[src/rtl/glb_bank_access_ctrl.sv]
// ---------------------------------------------------------------------------
// glb_bank_access_ctrl
//   Request front-end for one GLB bank. A write stream and a tagged
//   read-request stream share the single-ported bank, and writes always win.
//   Read requests wait in a small FIFO until the bank is free. Byte strobes
//   are expanded into the bank's per-bit select. The {valid,tag} of each
//   issued read travels down a shift register that matches the bank read
//   latency, so the returning data can be paired with its tag and registered.
//
// Ports
//   clk, reset      clock; asynchronous active-high reset
//   wr_en/strb/addr/data      write stream (always accepted)
//   rd_req_valid/ready/addr/tag   read-request handshake
//   rd_resp_valid/data/tag    registered read response (one-cycle pulse)
//   mem_ren/mem_wen/mem_addr/mem_data_in/mem_bit_sel   bank request side
//   mem_data_out              bank read data, RD_LATENCY cycles after mem_ren
// ---------------------------------------------------------------------------
module glb_bank_access_ctrl #(
  parameter int ADDR_WIDTH = 17,
  parameter int DATA_WIDTH = 64,
  parameter int TAG_WIDTH  = 4,
  parameter int RD_LATENCY = 3,
  parameter int RDQ_DEPTH  = 2
) (
  input  logic                    clk,
  input  logic                    reset,
  input  logic                    wr_en,
  input  logic [DATA_WIDTH/8-1:0] wr_strb,
  input  logic [ADDR_WIDTH-1:0]   wr_addr,
  input  logic [DATA_WIDTH-1:0]   wr_data,
  input  logic                    rd_req_valid,
  output logic                    rd_req_ready,
  input  logic [ADDR_WIDTH-1:0]   rd_req_addr,
  input  logic [TAG_WIDTH-1:0]    rd_req_tag,
  output logic                    rd_resp_valid,
  output logic [DATA_WIDTH-1:0]   rd_resp_data,
  output logic [TAG_WIDTH-1:0]    rd_resp_tag,
  output logic                    mem_ren,
  output logic                    mem_wen,
  output logic [ADDR_WIDTH-1:0]   mem_addr,
  output logic [DATA_WIDTH-1:0]   mem_data_in,
  output logic [DATA_WIDTH-1:0]   mem_bit_sel,
  input  logic [DATA_WIDTH-1:0]   mem_data_out
);

  localparam int STRB_WIDTH = DATA_WIDTH / 8;
  localparam int PTR_WIDTH  = (RDQ_DEPTH > 1) ? $clog2(RDQ_DEPTH) : 1;
  localparam int CNT_WIDTH  = $clog2(RDQ_DEPTH + 1);
  localparam logic [CNT_WIDTH-1:0] DEPTH_CNT = CNT_WIDTH'(RDQ_DEPTH);
  localparam logic [PTR_WIDTH-1:0] LAST_PTR  = PTR_WIDTH'(RDQ_DEPTH - 1);

  // Read-request queue: circular buffer with head/tail pointers and count.
  logic [ADDR_WIDTH-1:0] q_addr_reg [RDQ_DEPTH];
  logic [TAG_WIDTH-1:0]  q_tag_reg  [RDQ_DEPTH];
  logic [PTR_WIDTH-1:0]  head_ptr_reg, head_ptr_next;
  logic [PTR_WIDTH-1:0]  tail_ptr_reg, tail_ptr_next;
  logic [CNT_WIDTH-1:0]  count_reg, count_next;

  logic                  write_act;
  logic                  issue_rd;
  logic                  push;
  logic [DATA_WIDTH-1:0] strb_mask;

  // Return pipeline: stage k holds the read issued k+1 cycles earlier.
  logic                  pipe_valid_reg [RD_LATENCY];
  logic [TAG_WIDTH-1:0]  pipe_tag_reg   [RD_LATENCY];

  logic                  rd_resp_valid_reg;
  logic [DATA_WIDTH-1:0] rd_resp_data_reg;
  logic [TAG_WIDTH-1:0]  rd_resp_tag_reg;

  // Ready depends only on registered count, never on rd_req_valid.
  assign rd_req_ready = (count_reg < DEPTH_CNT);
  assign push         = rd_req_valid & rd_req_ready;

  genvar gi;
  generate
    for (gi = 0; gi < STRB_WIDTH; gi++) begin : g_strb
      assign strb_mask[gi*8 +: 8] = {8{wr_strb[gi]}};
    end
  endgenerate

  // Bank issue: a write with no enabled bytes is dropped, freeing the slot
  // for a queued read.
  always_comb begin
    write_act   = wr_en & (|wr_strb);
    issue_rd    = ~write_act & (count_reg != '0);
    mem_wen     = write_act;
    mem_ren     = issue_rd;
    mem_addr    = '0;
    mem_data_in = '0;
    mem_bit_sel = '0;
    if (write_act) begin
      mem_addr    = wr_addr;
      mem_data_in = wr_data;
      mem_bit_sel = strb_mask;
    end else if (issue_rd) begin
      mem_addr = q_addr_reg[head_ptr_reg];
    end
  end

  always_comb begin
    head_ptr_next = head_ptr_reg;
    tail_ptr_next = tail_ptr_reg;
    count_next    = count_reg;
    if (push) begin
      tail_ptr_next = (tail_ptr_reg == LAST_PTR) ? '0 : tail_ptr_reg + PTR_WIDTH'(1);
    end
    if (issue_rd) begin
      head_ptr_next = (head_ptr_reg == LAST_PTR) ? '0 : head_ptr_reg + PTR_WIDTH'(1);
    end
    case ({push, issue_rd})
      2'b10:   count_next = count_reg + CNT_WIDTH'(1);
      2'b01:   count_next = count_reg - CNT_WIDTH'(1);
      default: count_next = count_reg;
    endcase
  end

  always_ff @(posedge clk or posedge reset) begin
    if (reset) begin
      head_ptr_reg <= '0;
      tail_ptr_reg <= '0;
      count_reg    <= '0;
    end else begin
      head_ptr_reg <= head_ptr_next;
      tail_ptr_reg <= tail_ptr_next;
      count_reg    <= count_next;
    end
  end

  // Queue storage carries no reset; entries are only read when counted.
  always_ff @(posedge clk) begin
    if (push) begin
      q_addr_reg[tail_ptr_reg] <= rd_req_addr;
      q_tag_reg[tail_ptr_reg]  <= rd_req_tag;
    end
  end

  generate
    for (gi = 0; gi < RD_LATENCY; gi++) begin : g_pipe
      if (gi == 0) begin : g_first
        always_ff @(posedge clk or posedge reset) begin
          if (reset) begin
            pipe_valid_reg[0] <= 1'b0;
            pipe_tag_reg[0]   <= '0;
          end else begin
            pipe_valid_reg[0] <= issue_rd;
            pipe_tag_reg[0]   <= q_tag_reg[head_ptr_reg];
          end
        end
      end else begin : g_rest
        always_ff @(posedge clk or posedge reset) begin
          if (reset) begin
            pipe_valid_reg[gi] <= 1'b0;
            pipe_tag_reg[gi]   <= '0;
          end else begin
            pipe_valid_reg[gi] <= pipe_valid_reg[gi-1];
            pipe_tag_reg[gi]   <= pipe_tag_reg[gi-1];
          end
        end
      end
    end
  endgenerate

  // Last stage lines up with mem_data_out; data and tag hold between pulses.
  always_ff @(posedge clk or posedge reset) begin
    if (reset) begin
      rd_resp_valid_reg <= 1'b0;
      rd_resp_data_reg  <= '0;
      rd_resp_tag_reg   <= '0;
    end else begin
      rd_resp_valid_reg <= pipe_valid_reg[RD_LATENCY-1];
      if (pipe_valid_reg[RD_LATENCY-1]) begin
        rd_resp_data_reg <= mem_data_out;
        rd_resp_tag_reg  <= pipe_tag_reg[RD_LATENCY-1];
      end
    end
  end

  assign rd_resp_valid = rd_resp_valid_reg;
  assign rd_resp_data  = rd_resp_data_reg;
  assign rd_resp_tag   = rd_resp_tag_reg;

endmodule

[config.mk]
export PLATFORM = sky130hd
export DESIGN_NAME = glb_bank_access_ctrl
export DESIGN_NICKNAME = d
export VERILOG_FILES = /design/src/rtl/glb_bank_access_ctrl.sv
export SDC_FILE = /design/constraint.sdc
export NUM_CORES = 1
export LEC_CHECK = 0
export ABC_AREA = 1
export CORE_AREA = 5 5 149 151
export CTS_CLUSTER_DIAMETER = 200
export DETAILED_ROUTE_END_ITERATION = 8
export DIE_AREA = 0 0 154 156
export PLACE_DENSITY = 0.77
export SLEW_MARGIN = 5
export SYNTH_ARGS = -nofsm -noshare
export SYNTH_HDL_FRONTEND = slang
export SYNTH_SLANG_ARGS = --single-unit
[constraint.sdc]
create_clock -name clk -period 4.3 [get_ports clk]
set_input_delay 0.86 -clock clk [delete_from_list [all_inputs] [get_ports clk]]
set_output_delay 0.86 -clock clk [all_outputs]
set_load 0.05 [all_outputs]
==> results.py <==
metrics = {
    "route": {
        "viasPerCell": 4.13,
        "drt.antenna.violating_nets": 0,
        "vias": 4927,
        "wl_per_cell_microns": 16.5,
        "drt-pass1-iter-count": 4,
        "drt-total-wl_microns": 19600,
        "drc": 0,
        "drt_iter0_drc": 292,
    },
    "timing": {
        "clock_skew_ns": 0.0109,
        "setup_viol": 0,
        "clock.fmax_ghz": 0.256,
        "relSlewSlack_pct": 18.6,
        "grt_setup_unrepaired": "false",
        "setup-tns-final_ns": 0,
        "finalMaxSlewViolations": 0,
        "period_share_pct": 90.9,
        "tightest_slew_ns": 1.22,
        "timing.hold.ws_ns": 0.345,
        "finalHoldViolations": 0,
        "min_period_ns": 3.91,
    },
    "synth": {
        "yosysWarnings": 0,
        "synth_top_family_by_area": "buffers and inverters",
        "muxShareOfSynthArea_pct": 13.0,
        "syn_area_per_cell_sq_um": 10.5,
        "synthFlopType": "dfrtp_1",
        "synth.most_common_cell": "nand2_1",
        "synthDominantCellAreaShare_pct": 37.3,
        "netlist_instances": 564,
        "ys_seq_area_share_pct": 58.7,
        "synth_xor_area_share_pct": 0.445,
        "synth_area_leaders": "dfrtp_1 37%, edfxtp_1 21%, mux2_2 13%",
        "async_flop_share_pct": 67.7,
        "synthAdderAreaFrac_pct": 0.212,
        "synth_compound_area_share_pct": 0.318,
        "synth_area_sq_um": 5900,
        "syn-num-nets": 743,
        "ys_types": 18,
        "synth_edf_count": 42,
        "synth-simple-area-share_pct": 13.1,
        "synth_common_cells": "106 x nand2_1, 88 x dfrtp_1, 77 x inv_1, 76 x nor2_1, 68 x mux2_2",
        "postSynthRegisterBits": 130,
        "yosys.area.top_type": "dfrtp_1",
    },
    "clock_tree": {
        "cts_sinks": 130,
        "post_cts_resized": 0,
        "path_clk_slew_ns": 0.05,
        "cts_setup_buffers": 0,
        "clockBufferDepth": 2,
        "cts-buffers-inserted": 17,
        "clockRootBuffer": "clkbuf_16",
        "cts_tree": "yes",
        "insertion_delay_ns": 0.41,
        "hold_buffers": 0,
        "htree_levels": 4,
    },
    "global_route": {
        "grt_max_degree": 48,
        "grt_pass1_wl_microns": 29400,
        "grt_pass1_vias": 5149,
        "gr-total-overflow": 0,
        "grt_usage_pct": 15.7,
        "antenna_found_initial": 1,
    },
    "worst_setup_path": {
        "critPathRequiredTime_ns": 3.44,
        "r2r_cells": 8,
        "timing.critical_path.arrival_ns": 3.05,
        "r2r_end": "count_reg[1]",
        "regToRegStartpoint": "count_reg[0]",
        "reg2reg_slack_ns": 2.07,
        "crit_type": "in2out",
        "startpoint_type": "input port",
        "crit_path_end_kind": "output port",
        "crit_fanout": 47,
    },
    "placed_design": {
        "placed_cell_area_sq_um": 9430,
        "hpwl_microns": 15500,
        "numPortBuffers": 394,
        "gp_congestion": 0.904,
    },
    "pwr": {
        "p_leak_nw": 4.63,
        "peakVddDrop_uv": 317,
        "power.density_nw_per_um2": 657,
    },
    "layout": {
        "drive_gt1_share_pct": 26.1,
        "nFillCells": 1929,
        "fin_nets": 1082,
        "stdcell_area_sq_um": 10000,
        "area_growth_pct": 69.9,
        "largest_reg_flops": 64,
        "fin_util_pct": 48.4,
    },
    "run_status": {
        "status": "finished, final reports clean",
    },
    "hold_path": {
        "hold_end": "pipe_tag_reg[6]",
        "min_path_cells": 0,
        "hold_path_class": "reg2reg",
        "min_from": "pipe_tag_reg[10]",
    },
    "die": {
        "rows": 53,
        "fp.dieArea_sq_um": 24000,
        "start_util_pct": 28.5,
        "core_area_sq_um": 20700,
        "die_x_microns": 154,
        "die_h_microns": 156,
        "pin_count": 395,
    },
    "job": {
        "max-cap-violations": 0,
    },
}
==> critical path: stages <==
cell             delay (ns)
clkdlybuf4s50_1        0.43
nor2_1                 0.29
nand2_1                0.15
o21ai_4                0.24
buf_12                 0.26
nor2_1                 0.07
clkdlybuf4s50_1        0.71
==> report_power, final <==
part | total, mW | switching [mW] | internal [mW]
Sequential | 1.93 | 0.207 | 1.72
Clock | 1.41 | 0.555 | 0.859
Combinational | 3.24 | 2.10 | 1.14
Total | 6.58 | 2.86 | 3.72
==> worst max-delay path by stage <==
stage	start	endpoint	slack (ns)	depth (start not counted)
6_report	wr_strb[7]	mem_data_in[9]	0.39	7
5_1_grt	wr_strb[7]	mem_data_in[45]	0.28	7
4_1_cts	wr_strb[7]	mem_data_in[35]	0.41	7
3_5_place_dp	wr_strb[7]	mem_data_in[39]	0.42	7
3_3_place_gp	wr_strb[7]	mem_data_in[43]	0.45	7
2_1_floorplan	wr_strb[0]	mem_bit_sel[10]	0.85	7
==> per-stage QoR <==
stage / instances / worst slack (ns) / total power [mW]
after floorplan: 564 / 0.847 / 4.07
after global placement: 1159 / 0.449 / 5.18
after detailed placement: 1159 / 0.416 / 5.23
after CTS: 1191 / 0.408 / 6.67
after global routing: 1191 / 0.276 / 6.90
final: 1193 / 0.390 / 6.58
==> placed cells by master, fill, tap and decap left out <==
| cell type | instances |
|---|---|
| inv_1 | 76 |
| diode_2 | 2 |
| clkinv_4 | 3 |
| nand3_1 | 18 |
| o21ai_0 | 1 |
| xnor2_1 | 1 |
| nor2_2 | 2 |
| inv_2 | 1 |
| buf_12 | 4 |
| xor2_1 | 2 |
| buf_4 | 130 |
| clkinv_1 | 1 |
| clkdlybuf4s50_1 | 266 |
| nand2_1 | 106 |
| bufinv_16 | 2 |
| clkbuf_16 | 17 |
| edfxtp_1 | 42 |
| clkinv_2 | 2 |
| dfrtp_1 | 87 |
| clkinvlp_4 | 5 |
| o21ai_4 | 1 |
| dfrtp_2 | 1 |
| inv_6 | 3 |
| clkbuf_1 | 1 |
| a21oi_1 | 1 |
| nor2_1 | 74 |
| ha_1 | 1 |
| mux2_2 | 68 |
==> routing by layer <==
layer / part of all wire, % / global-route usage (%) / wire [microns] / vias up
met5: 0.066 / 0 / 13 / -
met4: 1.8 / 4.63 / 348 / 2
met3: 6.0 / 4.63 / 1180 / 24
met2: 51 / 26.6 / 10100 / 176
met1: 41 / 19.6 / 8030 / 2340
li1: - / - / - / 2385
==> cell families (layout without fill, tap and decap cells) <==
logic type,after synthesis,in the layout
AOI/OAI and AO/OA,3,3
xor gates and xnor gates,3,3
adders and majority gates,1,1
buffers and inverters,159,511
DFF,130,130
muxes,68,68
other,0,2
and+or+nand+nor,200,200
==> final cells by class <==
class / instances / area, sq um / share of cell area, %
antenna: 2 / 5.00 / 0.0499
tap: 275 / 344 / 3.43
clock buffer: 18 / 429 / 4.28
clock inverter: 14 / 155 / 1.55
sequential: 130 / 3460 / 34.6
multi-input combinational: 275 / 1610 / 16.1
timing repair buffer: 400 / 3720 / 37.1
inverter: 79 / 298 / 2.97
No activity file was read; power rests on OpenSTA's default activity.
